<file path="src/rtl/mac_pkg.sv">
// mac_pkg: shared state encoding, default widths and saturation helpers for mac_vec_q.
package mac_pkg;

    localparam int LANES_D  = 4;
    localparam int DATA_W_D = 8;
    localparam int ACC_W_D  = 32;
    localparam int OUT_W_D  = 8;
    localparam int LEN_W_D  = 8;

    typedef enum logic [2:0] {IDLE, ACCUM, DRAIN, QUANT, OUT} state_e;

    function automatic logic signed [63:0] clamp(input logic signed [63:0] v, lo, hi);
        return v < lo ? lo : v > hi ? hi : v;
    endfunction

    // Widths up to 63 bits; callers cast the result down to the target width.
    function automatic logic signed [63:0] sat_w(input logic signed [63:0] v, input int w);
        logic signed [63:0] hi;
        hi = (64'sd1 <<< (w - 1)) - 64'sd1;
        return clamp(v, -hi - 64'sd1, hi);
    endfunction

endpackage

</file>
<file path="src/rtl/mac_vec_q_if.sv">
// mac_vec_q_if: control, operand and result handshake bundle for mac_vec_q.
interface mac_vec_q_if import mac_pkg::*; #(
    parameter int LANES  = LANES_D,
    parameter int DATA_W = DATA_W_D,
    parameter int ACC_W  = ACC_W_D,
    parameter int OUT_W  = OUT_W_D,
    parameter int LEN_W  = LEN_W_D
);
    logic                      start;
    logic [LEN_W-1:0]          len;
    logic [4:0]                shift;
    logic signed [ACC_W-1:0]   bias;
    logic                      busy;
    logic                      in_valid;
    logic                      in_ready;
    logic [LANES*DATA_W-1:0]   in_a;
    logic [LANES*DATA_W-1:0]   in_b;
    logic                      out_valid;
    logic                      out_ready;
    logic signed [OUT_W-1:0]   out_data;
    logic signed [ACC_W-1:0]   out_acc;
    logic                      overflow;

    modport master (
        output start, len, shift, bias, in_valid, in_a, in_b, out_ready,
        input  busy, in_ready, out_valid, out_data, out_acc, overflow
    );

    modport slave (
        input  start, len, shift, bias, in_valid, in_a, in_b, out_ready,
        output busy, in_ready, out_valid, out_data, out_acc, overflow
    );
endinterface

</file>
<file path="src/rtl/mac_lane_tree.sv">
// mac_lane_tree: LANES signed multipliers followed by a registered reduction, 2-cycle latency.
module mac_lane_tree #(
    parameter int LANES  = 4,
    parameter int DATA_W = 8,
    parameter int SUM_W  = 2 * DATA_W + $clog2(LANES)
) (
    input  logic                     clk,
    input  logic                     rst,
    input  logic                     valid_i,
    input  logic [LANES*DATA_W-1:0]  a_i,
    input  logic [LANES*DATA_W-1:0]  b_i,
    output logic                     valid_o,
    output logic                     busy_o,
    output logic signed [SUM_W-1:0]  sum_o
);
    localparam int P_W = 2 * DATA_W;

    logic signed [P_W-1:0]   prod_q [LANES];
    logic signed [SUM_W-1:0] sum_q, sum_d;
    logic                    p_valid_q, s_valid_q;

    always_comb begin
        sum_d = '0;
        for (int l = 0; l < LANES; l++) sum_d = sum_d + SUM_W'(prod_q[l]);
    end

    always_ff @(posedge clk) begin
        if (rst) begin
            p_valid_q <= 1'b0;
            s_valid_q <= 1'b0;
        end else begin
            p_valid_q <= valid_i;
            s_valid_q <= p_valid_q;
        end
        for (int l = 0; l < LANES; l++)
            prod_q[l] <= $signed(a_i[l*DATA_W +: DATA_W]) * $signed(b_i[l*DATA_W +: DATA_W]);
        sum_q <= sum_d;
    end

    assign valid_o = s_valid_q;
    assign busy_o  = p_valid_q || s_valid_q;
    assign sum_o   = sum_q;
endmodule

</file>
<file path="src/rtl/mac_vec_q.sv">
// mac_vec_q: LANES-wide signed dot-product accumulator with bias, round-half-up shift and saturation.
module mac_vec_q import mac_pkg::*; #(
    parameter int LANES  = LANES_D,
    parameter int DATA_W = DATA_W_D,
    parameter int ACC_W  = ACC_W_D,
    parameter int OUT_W  = OUT_W_D,
    parameter int LEN_W  = LEN_W_D
) (
    input logic clk,
    input logic rst,
    mac_vec_q_if.slave io
);
    localparam int SUM_W = 2 * DATA_W + $clog2(LANES);

    state_e                  state_q, state_d;
    logic [LEN_W-1:0]        len_q, len_d, cnt_q, cnt_d;
    logic [4:0]              shift_q, shift_d;
    logic signed [ACC_W-1:0] bias_q, bias_d, acc_q, acc_d, out_acc_q, out_acc_d;
    logic signed [OUT_W-1:0] out_data_q, out_data_d;
    logic                    ovf_q, ovf_d;
    logic                    beat, tree_valid, tree_busy;
    logic signed [SUM_W-1:0] tree_sum;
    logic signed [63:0]      acc_full, acc_sat, b_full, b_sat, rnd, r_full, r_sat;

    assign io.in_ready  = state_q == ACCUM && cnt_q < len_q;
    assign beat         = io.in_valid && io.in_ready;
    assign io.busy      = state_q != IDLE;
    assign io.out_valid = state_q == OUT;
    assign io.out_data  = out_data_q;
    assign io.out_acc   = out_acc_q;
    assign io.overflow  = ovf_q;

    mac_lane_tree #(.LANES(LANES), .DATA_W(DATA_W), .SUM_W(SUM_W)) u_tree (
        .clk     (clk),
        .rst     (rst),
        .valid_i (beat),
        .a_i     (io.in_a),
        .b_i     (io.in_b),
        .valid_o (tree_valid),
        .busy_o  (tree_busy),
        .sum_o   (tree_sum)
    );

    // Saturating datapath evaluated at 64 bits, then narrowed.
    assign acc_full = 64'(acc_q) + 64'(tree_sum);
    assign acc_sat  = sat_w(acc_full, ACC_W);
    assign b_full   = 64'(acc_q) + 64'(bias_q);
    assign b_sat    = sat_w(b_full, ACC_W);
    assign rnd      = shift_q == 5'd0 ? 64'sd0 : 64'sd1 <<< (shift_q - 5'd1);
    assign r_full   = b_sat + rnd;
    assign r_sat    = sat_w(r_full, ACC_W);

    always_comb begin
        state_d    = state_q;
        len_d      = len_q;
        shift_d    = shift_q;
        bias_d     = bias_q;
        cnt_d      = cnt_q;
        acc_d      = tree_valid ? ACC_W'(acc_sat) : acc_q;
        ovf_d      = ovf_q || (tree_valid && acc_sat != acc_full);
        out_data_d = out_data_q;
        out_acc_d  = out_acc_q;
        case (state_q)
            IDLE: if (io.start && io.len != '0) begin
                len_d   = io.len;
                shift_d = io.shift;
                bias_d  = io.bias;
                cnt_d   = '0;
                acc_d   = '0;
                ovf_d   = 1'b0;
                state_d = ACCUM;
            end
            ACCUM: if (beat) begin
                cnt_d   = cnt_q + 1'b1;
                state_d = cnt_d == len_q ? DRAIN : ACCUM;
            end
            DRAIN: state_d = tree_busy ? DRAIN : QUANT;
            QUANT: begin
                out_acc_d  = ACC_W'(b_sat);
                out_data_d = OUT_W'(sat_w(r_sat >>> shift_q, OUT_W));
                ovf_d      = ovf_q || b_sat != b_full || r_sat != r_full;
                state_d    = OUT;
            end
            OUT: state_d = io.out_ready ? IDLE : OUT;
            default: state_d = IDLE;
        endcase
    end

    always_ff @(posedge clk) begin
        if (rst) begin
            state_q    <= IDLE;
            len_q      <= '0;
            shift_q    <= '0;
            bias_q     <= '0;
            cnt_q      <= '0;
            acc_q      <= '0;
            ovf_q      <= 1'b0;
            out_data_q <= '0;
            out_acc_q  <= '0;
        end else begin
            state_q    <= state_d;
            len_q      <= len_d;
            shift_q    <= shift_d;
            bias_q     <= bias_d;
            cnt_q      <= cnt_d;
            acc_q      <= acc_d;
            ovf_q      <= ovf_d;
            out_data_q <= out_data_d;
            out_acc_q  <= out_acc_d;
        end
    end
endmodule

</file>
<file path="src/flat_wrapper.sv">
// flat-port wrapper written by rule: the top's interface ports become plain ports
module mac_vec_q_flat import mac_pkg::*;
#(
    parameter int LANES  = LANES_D,
    parameter int DATA_W = DATA_W_D,
    parameter int ACC_W  = ACC_W_D,
    parameter int OUT_W  = OUT_W_D,
    parameter int LEN_W  = LEN_W_D
)
  (clk, rst, io_start, io_len, io_shift, io_bias, io_in_valid, io_in_a, io_in_b, io_out_ready, io_busy, io_in_ready, io_out_valid, io_out_data, io_out_acc, io_overflow);
  mac_vec_q_if #(.LANES(LANES), .DATA_W(DATA_W), .ACC_W(ACC_W), .OUT_W(OUT_W), .LEN_W(LEN_W)) io_i ();
  input logic clk;
  input logic rst;
  input wire logic [$bits(io_i.start)-1:0] io_start;
  input wire logic [$bits(io_i.len)-1:0] io_len;
  input wire logic [$bits(io_i.shift)-1:0] io_shift;
  input wire logic [$bits(io_i.bias)-1:0] io_bias;
  input wire logic [$bits(io_i.in_valid)-1:0] io_in_valid;
  input wire logic [$bits(io_i.in_a)-1:0] io_in_a;
  input wire logic [$bits(io_i.in_b)-1:0] io_in_b;
  input wire logic [$bits(io_i.out_ready)-1:0] io_out_ready;
  output wire logic [$bits(io_i.busy)-1:0] io_busy;
  output wire logic [$bits(io_i.in_ready)-1:0] io_in_ready;
  output wire logic [$bits(io_i.out_valid)-1:0] io_out_valid;
  output wire logic [$bits(io_i.out_data)-1:0] io_out_data;
  output wire logic [$bits(io_i.out_acc)-1:0] io_out_acc;
  output wire logic [$bits(io_i.overflow)-1:0] io_overflow;
  assign io_i.start = io_start;
  assign io_i.len = io_len;
  assign io_i.shift = io_shift;
  assign io_i.bias = io_bias;
  assign io_i.in_valid = io_in_valid;
  assign io_i.in_a = io_in_a;
  assign io_i.in_b = io_in_b;
  assign io_i.out_ready = io_out_ready;
  assign io_busy = io_i.busy;
  assign io_in_ready = io_i.in_ready;
  assign io_out_valid = io_i.out_valid;
  assign io_out_data = io_i.out_data;
  assign io_out_acc = io_i.out_acc;
  assign io_overflow = io_i.overflow;
  mac_vec_q #(.LANES(LANES), .DATA_W(DATA_W), .ACC_W(ACC_W), .OUT_W(OUT_W), .LEN_W(LEN_W)) u_core (.clk(clk), .rst(rst), .io(io_i));
endmodule
</file>
<file path="config.mk">
export PLATFORM = sky130hd
export DESIGN_NAME = mac_vec_q_flat
export DESIGN_NICKNAME = d
export VERILOG_FILES = /design/src/rtl/mac_pkg.sv /design/src/rtl/mac_vec_q_if.sv /design/src/rtl/mac_lane_tree.sv /design/src/rtl/mac_vec_q.sv /design/src/flat_wrapper.sv
export SDC_FILE = /design/constraint.sdc
export NUM_CORES = 1
export LEC_CHECK = 0
export BUFFER_PORTS_ARGS = -buffer_cell sky130_fd_sc_hd__buf_2
export CAP_MARGIN = 40
export CORE_UTILIZATION = 50
export DETAILED_ROUTE_END_ITERATION = 16
export GPL_ROUTABILITY_DRIVEN = 0
export PLACE_DENSITY = 0.67
export SYNTH_ARGS = -nofsm -noshare
export SYNTH_HDL_FRONTEND = slang
export SYNTH_HIERARCHICAL = 1
export SYNTH_SLANG_ARGS = --single-unit
</file>
<file path="constraint.sdc">
create_clock -name clk -period 10.55 [get_ports clk]
set_input_delay 2.11 -clock clk [delete_from_list [all_inputs] [get_ports clk]]
set_output_delay 2.11 -clock clk [all_outputs]
set_load 0.02 [all_outputs]
</file>
==> metrics.txt <==
outcome=finished, final reports clean; RSZ-0062 raised after global routing=false; EDFF count, synth=0; fillers=4953; Top Usage Layer GRT=met2; synthesized net count=3879; Clock Root Buffer=clkbuf_16; met2 GRT Util=0.4745; multi-input logic area=0.02081 mm²; Vias=around 24000; Site Rows=84; leakage power=13.31 nW; io pins=158; vias in the first global route=23580; global-route wire length before repair=121.2 mm; Post-synth ARST share=0; Seq cells post-synth=around 210; clock latency on the worst-skew pair=0.58 ns; ys flop type=dfxtp_1; Final Routed Wirelength=~74 mm; cell mode on critical path=a21oi_1; simple-gate area share of the yosys netlist=0.1904; Yosys warning count=6; buffers and inverters on the worst path=2; crit path time final=9.461 ns; DRT antenna net count=0; Pwr Total=7.469 mW; clock sinks=213; sequential share of the synthesized area=0.1575; Crit Path Max Fanout=24; CP endpoint kind=register; Die Width=234.7 µm; die height=approximately 230 µm; XOR/XNOR share of the synthesized area=0.05339; Pins Over Slew Limit=0; initial DRC count=2060; Via density=5.843; hold_buf cts=0; largest net degree at the start of global routing=69; commonest cells in the netlist=inv_1, nand2_1, a21oi_1; power per cell area=254.5 mW/mm²; critical path's slowest cell=a211oi_1; post-synthesis mux area share=0.02062; die area=approximately 0.055 mm²; Register Area=~0.0043 mm²; Mapped Cells=approximately 3300; cell taking the most area after synthesis=fa_1; critical path startpoint category=register; layout overhead on the synthesized area=8.436%; Num CTS Buffers=27; critical path data required time=11.00 ns; DR WL/cell=18.25 µm; gr usage total=0.2664; DRT Pass-1 Iters=6; Synth Area per Inst=8.275 µm²; Cell variety after synth=roughly 110; setup TNS=0 ns; Max VDD drop=0.0004384 V; GRT met1 Usage=0.3309; Worst Tran Pin Value=0.9499 ns; Worst-path clk slew=~0.06 ns; Post-CTS Resized=0; final-report setup violation count=0; synthesized cell area=0.02707 mm²; Arr. time, crit path=9.91 ns; Peak Freq=105.7 MHz; clk buf depth=3; H-tree levels=1; Synth area leaders=fa_1, dfxtp_1, ha_1; Compound-Gate Fraction of Synth Area=0.1896; Slew HR=0.3660; largest family of logic cells by synthesized area=adder cells; postcts setup bufs=0; layout cells sized above 1=0.09185; delay-heaviest family, CP=compound AO/OA/AOI/OAI gates; detailed placement HPWL=59.23 mm; hold crit path type=register to register; Setup CP Type=register to register; most frequent cell after synthesis=inv_1; Fin Clk Skew=0.01569 ns; longest individual stage delay on the worst path=0.77 ns; Initial Utilization=0.5110; Yosys top cell area share=0.1893; Final Cycle Share=0.8968; adder-cell share of the synthesized area=0.3138; Worst Slack Setup Final=around 1.1 ns; Overflow after GRT=0; PortBufs=157; final hold violation count=0; Setup Slack @ Placement=between 1 and 1.5 ns; CTS tree=built; Core Area=0.05297 mm²; Nets=approximately 4000; met3 Use GR=0.03501; max-cap violations=0; initial antenna violation count=4; DRC viols=0
## kinds of logic (layout without fill, tap and decap cells)
logic type,after synthesis,after routing
simple gates,1022,1022
compound gates,776,776
fa+ha+maj,533,533
buf+inv,519,623
flops,213,213
xor+xnor,165,165
mux,42,42
other cells,1,2
## sequential cells by signal, indices dropped and copies added, names as in the netlist
| register | count |
|---|---|
| u_core/u_tree/p_valid_q | 1 |
| u_core/io.overflow | 1 |
| u_core/shift_q | 5 |
| u_core/u_tree/prod_q | 64 |
| u_core/u_tree/sum_o | 18 |
| u_core/state_q | 3 |
| u_core/bias_q | 32 |
| u_core/len_q | 8 |
| u_core/acc_q | 32 |
| u_core/cnt_q | 8 |
| u_core/u_tree/valid_o | 1 |
| u_core/io.out_data | 8 |
| u_core/io.out_acc | 32 |
## worst register-to-register path: cells and delay by family, from the launching register on
family          cells  cell delay (ns)
flops               1             0.43
fa+ha+maj           2             0.74
simple gates        5             1.29
compound gates     22             6.32
mux                 1             0.20
buf+inv             2             0.35
## final timing paths
kind	to	startpoint	cells past startpoint	slack (ns)
min reg2reg	u_core/u_tree/valid_o$_SDFF_PP0_	u_core/u_tree/p_valid_q$_SDFF_PP0_	1	0.46
max reg2reg	u_core/io.out_data[4]$_SDFFE_PP0N_	u_core/acc_q[1]$_SDFF_PP0_	32	1.09
min	u_core/u_tree/valid_o$_SDFF_PP0_	u_core/u_tree/p_valid_q$_SDFF_PP0_	1	0.46
max	u_core/io.out_data[4]$_SDFFE_PP0N_	u_core/acc_q[1]$_SDFF_PP0_	32	1.09
## metrics by stage
step / std cells / util / area [µm²] / hold slack (ns)
finish: 4064 / 0.5541 / 29350 / 0.4565
global placement: 4013 / 0.5354 / 28360 / 0.4416
global route: 4063 / 0.5541 / 29350 / 0.4768
detailed placement: 4014 / 0.5359 / 28390 / 0.4445
floorplan: 3271 / - / 27070 / 0.4292
CTS: 4063 / 0.5541 / 29350 / 0.4527
## per-layer routing
layer | wire length, µm | vias up
li1 | - | 11310
met1 | 30060 | 11410
met3 | 4770 | 186
met4 | 2694 | 8
met5 | 46 | -
met2 | 36610 | 826
## power breakdown
part | internal, mW | total [mW] | leakage [nW] | switching, mW
Clock | 0.611 | 1.00 | 0.468 | 0.389
Combinational | 2.30 | 5.29 | 11.1 | 2.99
Sequential | 1.05 | 1.18 | 1.76 | 0.132
Total | 3.96 | 7.47 | 13.3 | 3.51
## cell type report
class | count | area share
inverters | 398 | 0.05098
repair buffers | 176 | 0.03240
multi-input cells | 2539 | 0.7090
clock buffers | 31 | 0.02421
well taps | 688 | 0.02933
clock inverters | 18 | 0.008611
diodes | 1 | 0.00008526
flip-flops and latches | 213 | 0.1454
## layout by cell type (no fill, tap or decap), types with 27 or more instances in the layout
| master | synthesis | layout |
|---|---|---|
| fa_1 | 256 | 256 |
| nand2b_1 | 34 | 34 |
| clkbuf_16 | 0 | 27 |
| nor2b_1 | 60 | 60 |
| a21o_1 | 50 | 50 |
| xnor2_1 | 115 | 114 |
| and2_1 | 192 | 192 |
| inv_1 | 395 | 395 |
| a21oi_1 | 292 | 292 |
| dfxtp_1 | 213 | 210 |
| xor2_1 | 50 | 50 |
| ha_1 | 238 | 238 |
| o21ai_0 | 132 | 132 |
| o211ai_1 | 28 | 28 |
| nor3_1 | 58 | 58 |
| buf_2 | 14 | 156 |
| nor2_1 | 148 | 146 |
| nand3_1 | 58 | 58 |
| a31oi_1 | 33 | 33 |
| nand2_1 | 340 | 340 |
| maj3_1 | 39 | 39 |
(Power assumes the default switching activity.)
